$ cat config.mk
export PLATFORM = sky130hd
export DESIGN_NAME = dac_feed_ctrl
export DESIGN_NICKNAME = d
export VERILOG_FILES = /design/src/rtl/dac_pkg.sv /design/src/rtl/sample_mix.sv /design/src/rtl/dac_feed_ctrl.sv
export SDC_FILE = /design/constraint.sdc
export NUM_CORES = 1
export LEC_CHECK = 0
export BUFFER_PORTS_ARGS = -buffer_cell sky130_fd_sc_hd__buf_2
export CAP_MARGIN = 10
export CORE_ASPECT_RATIO = 1.25
export CORE_UTILIZATION = 57
export DETAILED_ROUTE_END_ITERATION = 12
export GPL_TIMING_DRIVEN = 0
export PLACE_DENSITY = 0.94
export REMOVE_ABC_BUFFERS = 1
export SLEW_MARGIN = 40
export SYNTH_ARGS = -nofsm -noshare
export SYNTH_HDL_FRONTEND = slang
export SYNTH_SLANG_ARGS = --single-unit
$ cat constraint.sdc
create_clock -name CLK -period 9.6 [get_ports CLK]
set_input_delay 0.48 -clock CLK [delete_from_list [all_inputs] [get_ports CLK]]
set_output_delay 0.48 -clock CLK [all_outputs]
set_load 0.01 [all_outputs]
$ cat src/rtl/dac_pkg.sv
`default_nettype none
// ============================================================================
// Module      : dac_pkg
// Description : Shared constants, FSM state type and volume-target helper
//               for the DAC feed controller.
// Revision    : 1.0 - initial release
// ============================================================================
package dac_pkg;

    localparam int VOLUME_MAX = 80;
    localparam int SAMPLE_W   = 16;

    typedef enum logic [1:0] {
        ST_IDLE      = 2'd0,
        ST_WAIT_SLOT = 2'd1,
        ST_FETCH     = 2'd2
    } feed_state_t;

    // Mute forces silence; otherwise the request is clamped to the codec range.
    function automatic logic [7:0] ramp_target(input logic mute, input logic [7:0] req);
        if (mute) begin
            return 8'd0;
        end else if (req > 8'(VOLUME_MAX)) begin
            return 8'(VOLUME_MAX);
        end else begin
            return req;
        end
    endfunction

endpackage
`default_nettype wire

$ cat src/rtl/sample_mix.sv
`default_nettype none
// ============================================================================
// Module      : sample_mix
// Description : Signed sum of two samples, saturated to the sample range.
// Revision    : 1.0 - initial release
// ============================================================================
module sample_mix
    import dac_pkg::*;
(
    input  logic signed [SAMPLE_W-1:0] a,
    input  logic signed [SAMPLE_W-1:0] b,
    output logic signed [SAMPLE_W-1:0] sum
);

    localparam logic [SAMPLE_W-1:0] c_pos_max = {1'b0, {(SAMPLE_W-1){1'b1}}};
    localparam logic [SAMPLE_W-1:0] c_neg_min = {1'b1, {(SAMPLE_W-1){1'b0}}};

    logic signed [SAMPLE_W:0] w_full;

    always_comb begin
        w_full = {a[SAMPLE_W-1], a} + {b[SAMPLE_W-1], b};
        // The two top bits disagree only when the true sum left the range.
        if (w_full[SAMPLE_W] != w_full[SAMPLE_W-1]) begin
            sum = w_full[SAMPLE_W] ? c_neg_min : c_pos_max;
        end else begin
            sum = w_full[SAMPLE_W-1:0];
        end
    end

endmodule
`default_nettype wire

$ cat src/rtl/dac_feed_ctrl.sv
`default_nettype none
// ============================================================================
// Module      : dac_feed_ctrl
// Description : Per-slot two-source sample mixer with volume ramp and
//               underrun flag feeding the codec DAC path.
// Revision    : 1.0 - initial release
// ============================================================================
module dac_feed_ctrl
    import dac_pkg::*;
#(
    parameter int SYNC_STAGES = 2,
    parameter int RAMP_DIV    = 16
) (
    input  logic        CLK,
    input  logic        RESET,
    input  logic        AUD_INIT_FINISH,
    input  logic        AUD_DATA_OVER,
    input  logic [31:0] SRC0_DATA,
    input  logic [31:0] SRC1_DATA,
    input  logic        SRC0_VALID,
    input  logic        SRC1_VALID,
    output logic        SRC0_READY,
    output logic        SRC1_READY,
    input  logic [7:0]  VOLUME_TARGET,
    input  logic        MUTE,
    input  logic        UNDERRUN_CLR,
    output logic [31:0] OUTPUT_DATA,
    output logic [7:0]  VOLUME_OUT,
    output logic        UNDERRUN
);

    localparam int c_cnt_w = (RAMP_DIV > 1) ? $clog2(RAMP_DIV) : 1;
    localparam logic [c_cnt_w-1:0] c_cnt_last = c_cnt_w'(RAMP_DIV - 1);

    logic [SYNC_STAGES-1:0] r_sync;
    logic                   r_sync_d;
    logic                   w_slot_edge;
    feed_state_t            r_state;
    feed_state_t            w_state_nxt;
    logic                   w_fetch;
    logic [31:0]            w_mixed;
    logic [31:0]            w_fetch_data;
    logic [31:0]            r_out;
    logic                   r_underrun;
    logic [7:0]             w_target;
    logic [7:0]             r_target_prev;
    logic [7:0]             r_volume;
    logic [c_cnt_w-1:0]     r_slot_cnt;

    assign w_slot_edge = r_sync[SYNC_STAGES-1] & ~r_sync_d;
    assign w_fetch     = (r_state == ST_FETCH);
    assign w_target    = ramp_target(MUTE, VOLUME_TARGET);
    assign OUTPUT_DATA = r_out;
    assign VOLUME_OUT  = r_volume;
    assign UNDERRUN    = r_underrun;

    always_ff @(posedge CLK or posedge RESET) begin
        if (RESET) begin
            r_sync   <= '0;
            r_sync_d <= 1'b0;
            r_state  <= ST_IDLE;
        end else begin
            r_sync[0] <= AUD_DATA_OVER;
            for (int i = 1; i < SYNC_STAGES; i++) begin
                r_sync[i] <= r_sync[i-1];
            end
            r_sync_d <= r_sync[SYNC_STAGES-1];
            r_state  <= w_state_nxt;
        end
    end

    // Edges seen outside WAIT_SLOT are dropped, never queued.
    always_comb begin
        w_state_nxt = r_state;
        SRC0_READY  = 1'b0;
        SRC1_READY  = 1'b0;
        if (w_fetch) begin
            SRC0_READY = SRC0_VALID;
            SRC1_READY = SRC1_VALID;
        end
        if (!AUD_INIT_FINISH) begin
            w_state_nxt = ST_IDLE;
        end else begin
            case (r_state)
                ST_IDLE:      w_state_nxt = ST_WAIT_SLOT;
                ST_WAIT_SLOT: if (w_slot_edge) w_state_nxt = ST_FETCH;
                ST_FETCH:     w_state_nxt = ST_WAIT_SLOT;
                default:      w_state_nxt = ST_IDLE;
            endcase
        end
    end

    for (genvar ch = 0; ch < 2; ch++) begin : g_chan
        sample_mix u_mix (
            .a   (SRC0_DATA[ch*SAMPLE_W +: SAMPLE_W]),
            .b   (SRC1_DATA[ch*SAMPLE_W +: SAMPLE_W]),
            .sum (w_mixed[ch*SAMPLE_W +: SAMPLE_W])
        );
    end

    always_comb begin
        w_fetch_data = 32'd0;
        if (SRC0_VALID && SRC1_VALID) begin
            w_fetch_data = w_mixed;
        end else if (SRC0_VALID) begin
            w_fetch_data = SRC0_DATA;
        end else if (SRC1_VALID) begin
            w_fetch_data = SRC1_DATA;
        end
    end

    always_ff @(posedge CLK or posedge RESET) begin
        if (RESET) begin
            r_out      <= 32'd0;
            r_underrun <= 1'b0;
        end else begin
            if (!AUD_INIT_FINISH) begin
                r_out <= 32'd0;
            end else if (w_fetch) begin
                r_out <= w_fetch_data;
            end
            if (w_fetch && !SRC0_VALID && !SRC1_VALID) begin
                r_underrun <= 1'b1;
            end else if (UNDERRUN_CLR) begin
                r_underrun <= 1'b0;
            end
        end
    end

    // A fresh target restarts the slot count so every step spans RAMP_DIV slots.
    always_ff @(posedge CLK or posedge RESET) begin
        if (RESET) begin
            r_target_prev <= 8'd0;
            r_slot_cnt    <= '0;
            r_volume      <= 8'd0;
        end else begin
            r_target_prev <= w_target;
            if (w_target != r_target_prev) begin
                r_slot_cnt <= '0;
            end else if (w_fetch) begin
                if (r_slot_cnt == c_cnt_last) begin
                    r_slot_cnt <= '0;
                    if (r_volume < w_target) begin
                        r_volume <= r_volume + 8'd1;
                    end else if (r_volume > w_target) begin
                        r_volume <= r_volume - 8'd1;
                    end
                end else begin
                    r_slot_cnt <= r_slot_cnt + 1'b1;
                end
            end
        end
    end

endmodule
`default_nettype wire

==> summary.txt <==
Outcome
  • Run status: finished, final reports clean

Clocking
  • Postcts setup bufs: 0
  • Clock tree from TritonCTS: yes
  • Total number of clock tree sinks: 58
  • Hold Buf Count CTS: 0
  • Clock Path Buffers: 2
  • Clock insertion delay at the later pin of the skew report: 0.35 ns
  • Depth of the CTS H-tree: 3
  • Cts repair resizes: 0
  • Clock buffer count from CTS: 9
  • CTS root buffer: sky130_fd_sc_hd__clkbuf_8
  • Clock edge transition at the registers on the reported setup and hold paths: 0.07 ns

Worst setup path
  • CP cell instances: buf_2, o41a_1, o21ai_2, and2_4, nand2_1, ha_1, nor2b_1, o21ai_0, nand2b_1, a21oi_1, o21ai_1, ha_1, a21o_1, a21oi_1, nor2b_1, o21a_1, o41ai_1, xor2_1, nor2_1, xor2_1
  • Largest driver fanout on the critical path: 8
  • Crit path kind: input port to register
  • Max incr delay on CP: about 0.55 ns
  • Kind of cell with the highest combined delay on the critical path: compound AO/OA/AOI/OAI gates
  • Worst Setup End Kind: register
  • Startpoint class of the critical path: input port
  • Number of buffer and inverter instances along the worst setup path: 1
  • WP data required: roughly 9.8 ns
  • Slowest stage cell on the critical path: sky130_fd_sc_hd__o21ai_1
  • Data arrival time at the worst-slack endpoint: around 4.3 ns

Layout
  • Post-route core utilization: 71.0%
  • Total number of nets in the final design: 796
  • Fraction of final layout cells with drive strength greater than 1: 23.8%
  • Most common cell after layout, fill and taps aside: sky130_fd_sc_hd__buf_2
  • Fillcell total: between 500 and 600
  • Relative area change from synthesis to final layout: 19.0%
  • Commonest non-fill, non-tap cells in the layout: sky130_fd_sc_hd__buf_2, sky130_fd_sc_hd__dfrtp_1, sky130_fd_sc_hd__nand2_1
  • Number of inserted diodes: 0

STA
  • Max transition margin: between 40 and 50%
  • Worst Clk Skew: 0.00709 ns
  • Setup Total Neg Slack: 0 ns
  • Achievable clock frequency: 243 MHz
  • Fin crit share: 42.8%
  • # setup viols final: 0
  • Worst hold slack across all endpoints: 0.0510 ns
  • Setup repair after global routing missed its margin: no
  • Worst Max-Slew Pin Slew: 0.754 ns
  • Final hold violation count: 0
  • Final worst path period need: 4.11 ns
  • Number of pins with negative max-slew slack in the final report: 0

Placement
  • Detailed placement HPWL: a little over 9 mm
  • Number of port buffers: 122
  • Routability cong.: 0.955

GRT
  • Global router's overall resource usage: 29.2%
  • Via count of the first global-routing pass: 4733
  • Pin count of the biggest net entering global routing: 45
  • Antenna violations before repair: 0
  • Final global-route overflow total: 0
  • Wire length of the first global-routing pass: 20.7 mm

Synth
  • Simple logic cell fraction of the synthesized area: 14.7%
  • Post-synth ARST share: 100%
  • Post-synthesis instance area: 4700 um2
  • Sequential share of the synthesized area: 30.9%
  • Register bit total from synthesis: 58
  • Ys flop type: sky130_fd_sc_hd__dfrtp_1
  • Post-Synth XOR/XNOR Area: 7.24%
  • Largest family of logic cells by synthesized area: compound AO/OA/AOI/OAI gates
  • Adder and majority cell fraction of the synthesized area: between 10 and 15%
  • Yosys warns: 0
  • Count of unique library cells instantiated by Yosys: 58
  • Portion of netlist area occupied by mux cells: 0.799%
  • Number of flops mapped to enable cells by yosys: 0
  • Post-synthesis cell count: between 500 and 600
  • Fraction of the mapped netlist area in compound gates: 28.6%
  • Synthesized area per cell: 8.59 um2

Floorplan
  • Core Area: 7880 um2
  • Die height: 104 um
  • Die Span X: approximately 83 um
  • Initial core utilization: 59.6%
  • Placement Rows: 36
  • Total die area: 8610 um2
  • Boundary pin count: 123

Power
  • Max rail drop VDD: 89.9 uV
  • Total leakage power: between 2 and 3 nW
  • Power per cell area: 122 nW/um2

Drt
  • Router iterations before antenna repair: 5
  • Post-DRT Antenna Nets: 0
  • Average wire length per cell after detail routing: 16.3 um
  • Residual DRC: 0
  • Number of vias per cell: 6.27
  • Starting DRC count in detailed routing: 366
  • Post-Route WL: 12.4 mm
  • Via count: 4793

Min path
  • Type of the most critical hold path: input port to async pin

Run
  • Number of max-capacitance violations reported: 0
## logic make-up after synthesis
kind of cell / Yosys count
AOI/OAI and AO/OA: 203
other: 2
buffers and inverters: 40
xor gates and xnor gates: 38
muxes: 3
adders and majority gates: 52
DFF: 58
and+or+nand+nor: 151
## state kept, by name, summed over array words and instances, names as in the netlist
register and count:
r_target_prev 8, r_sync 2, UNDERRUN 1, OUTPUT_DATA 32, r_sync_d 1, VOLUME_OUT 8, r_slot_cnt 4, r_state 2
## path summary, 6_finish.rpt
path	startpoint	to	slack, ns	cells after the start
max reg2reg	VOLUME_OUT[1]	VOLUME_OUT[7]	6.09	15
max in group asynchronous	RESET	OUTPUT_DATA[30]	9.06	3
max	VOLUME_TARGET[1]	VOLUME_OUT[7]	5.49	20
min	RESET	OUTPUT_DATA[8]	0.05	2
min in group CLK	AUD_DATA_OVER	r_sync[0]	0.24	1
min reg2reg	r_sync[0]	r_sync[1]	0.36	0
## final cells by class
type / instances / area, um2 / area share (%)
clock buffer: 11 / 151 / 2.71
clock inverter: 5 / 52.6 / 0.939
inverter: 23 / 88.8 / 1.59
multi-input combinational: 449 / 3100 / 55.4
sequential: 58 / 1450 / 25.9
tap: 95 / 119 / 2.12
timing repair buffer: 123 / 631 / 11.3
## routing by layer
metal  track usage, %  wire, um  vias to the layer above
met3             5.42       798                       35
met1             35.3      5040                     2286
met2             49.3      6200                      208
li1                 -         -                     2264
met4             15.1       384                        0
met5                0         0                        -
## cell usage after synthesis (all sizes together) (3+ instances only)
library cell | number | area, um2
fa | 3 | 60.1
xor2 | 14 | 123
and3 | 4 | 26.3
a21oi | 48 | 240
o21bai | 3 | 22.5
o221ai | 11 | 96.3
ha | 49 | 613
xnor2 | 24 | 218
o31ai | 12 | 95.1
nor2b | 6 | 37.5
nand2 | 53 | 199
o21ai | 41 | 224
or2 | 3 | 18.8
inv | 23 | 86.3
clkbuf | 13 | 48.8
a22o | 10 | 87.6
o211ai | 6 | 45.0
a31oi | 5 | 31.3
mux2 | 3 | 37.5
a21o | 16 | 120
nand4 | 4 | 25.0
dfrtp | 58 | 1450
a211oi | 4 | 30.0
o22ai | 24 | 150
and2 | 6 | 40.0
o21a | 7 | 52.6
nor3 | 7 | 35.0
nand3 | 12 | 60.1
buf | 4 | 22.5
nor2 | 46 | 173
## worst register-to-register path, delay by kind of cell (launching register included)
family                   cells  cell delay, ns
flip-flops                   1            0.45
AND/OR/NAND/NOR              4            0.36
XOR/XNOR                     2            0.33
adder cells (fa/ha/maj)      2            0.68
AO/OA/AOI/OAI                7            1.59
## report_power, final
part | switching, W | total [W] | leakage, nW | internal, W
Clock | 0.000108 | 0.000240 | 0.105 | 0.000133
Combinational | 0.000115 | 0.000194 | 1.92 | 0.0000793
Sequential | 0.00000237 | 0.000251 | 0.793 | 0.000248
## through the flow
| stage | instance area [um2] | power, W | std cells | worst slack, ns |
|---|---|---|---|---|
| after floorplan | 4630 | 0.000384 | 530 | 5.44 |
| after global placement | 5360 | 0.000436 | 747 | 5.02 |
| after detailed placement | 5380 | 0.000444 | 748 | 5.15 |
| after CTS | 5590 | 0.000684 | 764 | 5.52 |
| after global routing | 5590 | 0.000721 | 764 | 5.17 |
| final | 5590 | 0.000685 | 764 | 5.49 |
Note: power is estimated with default switching activity, not from simulation.
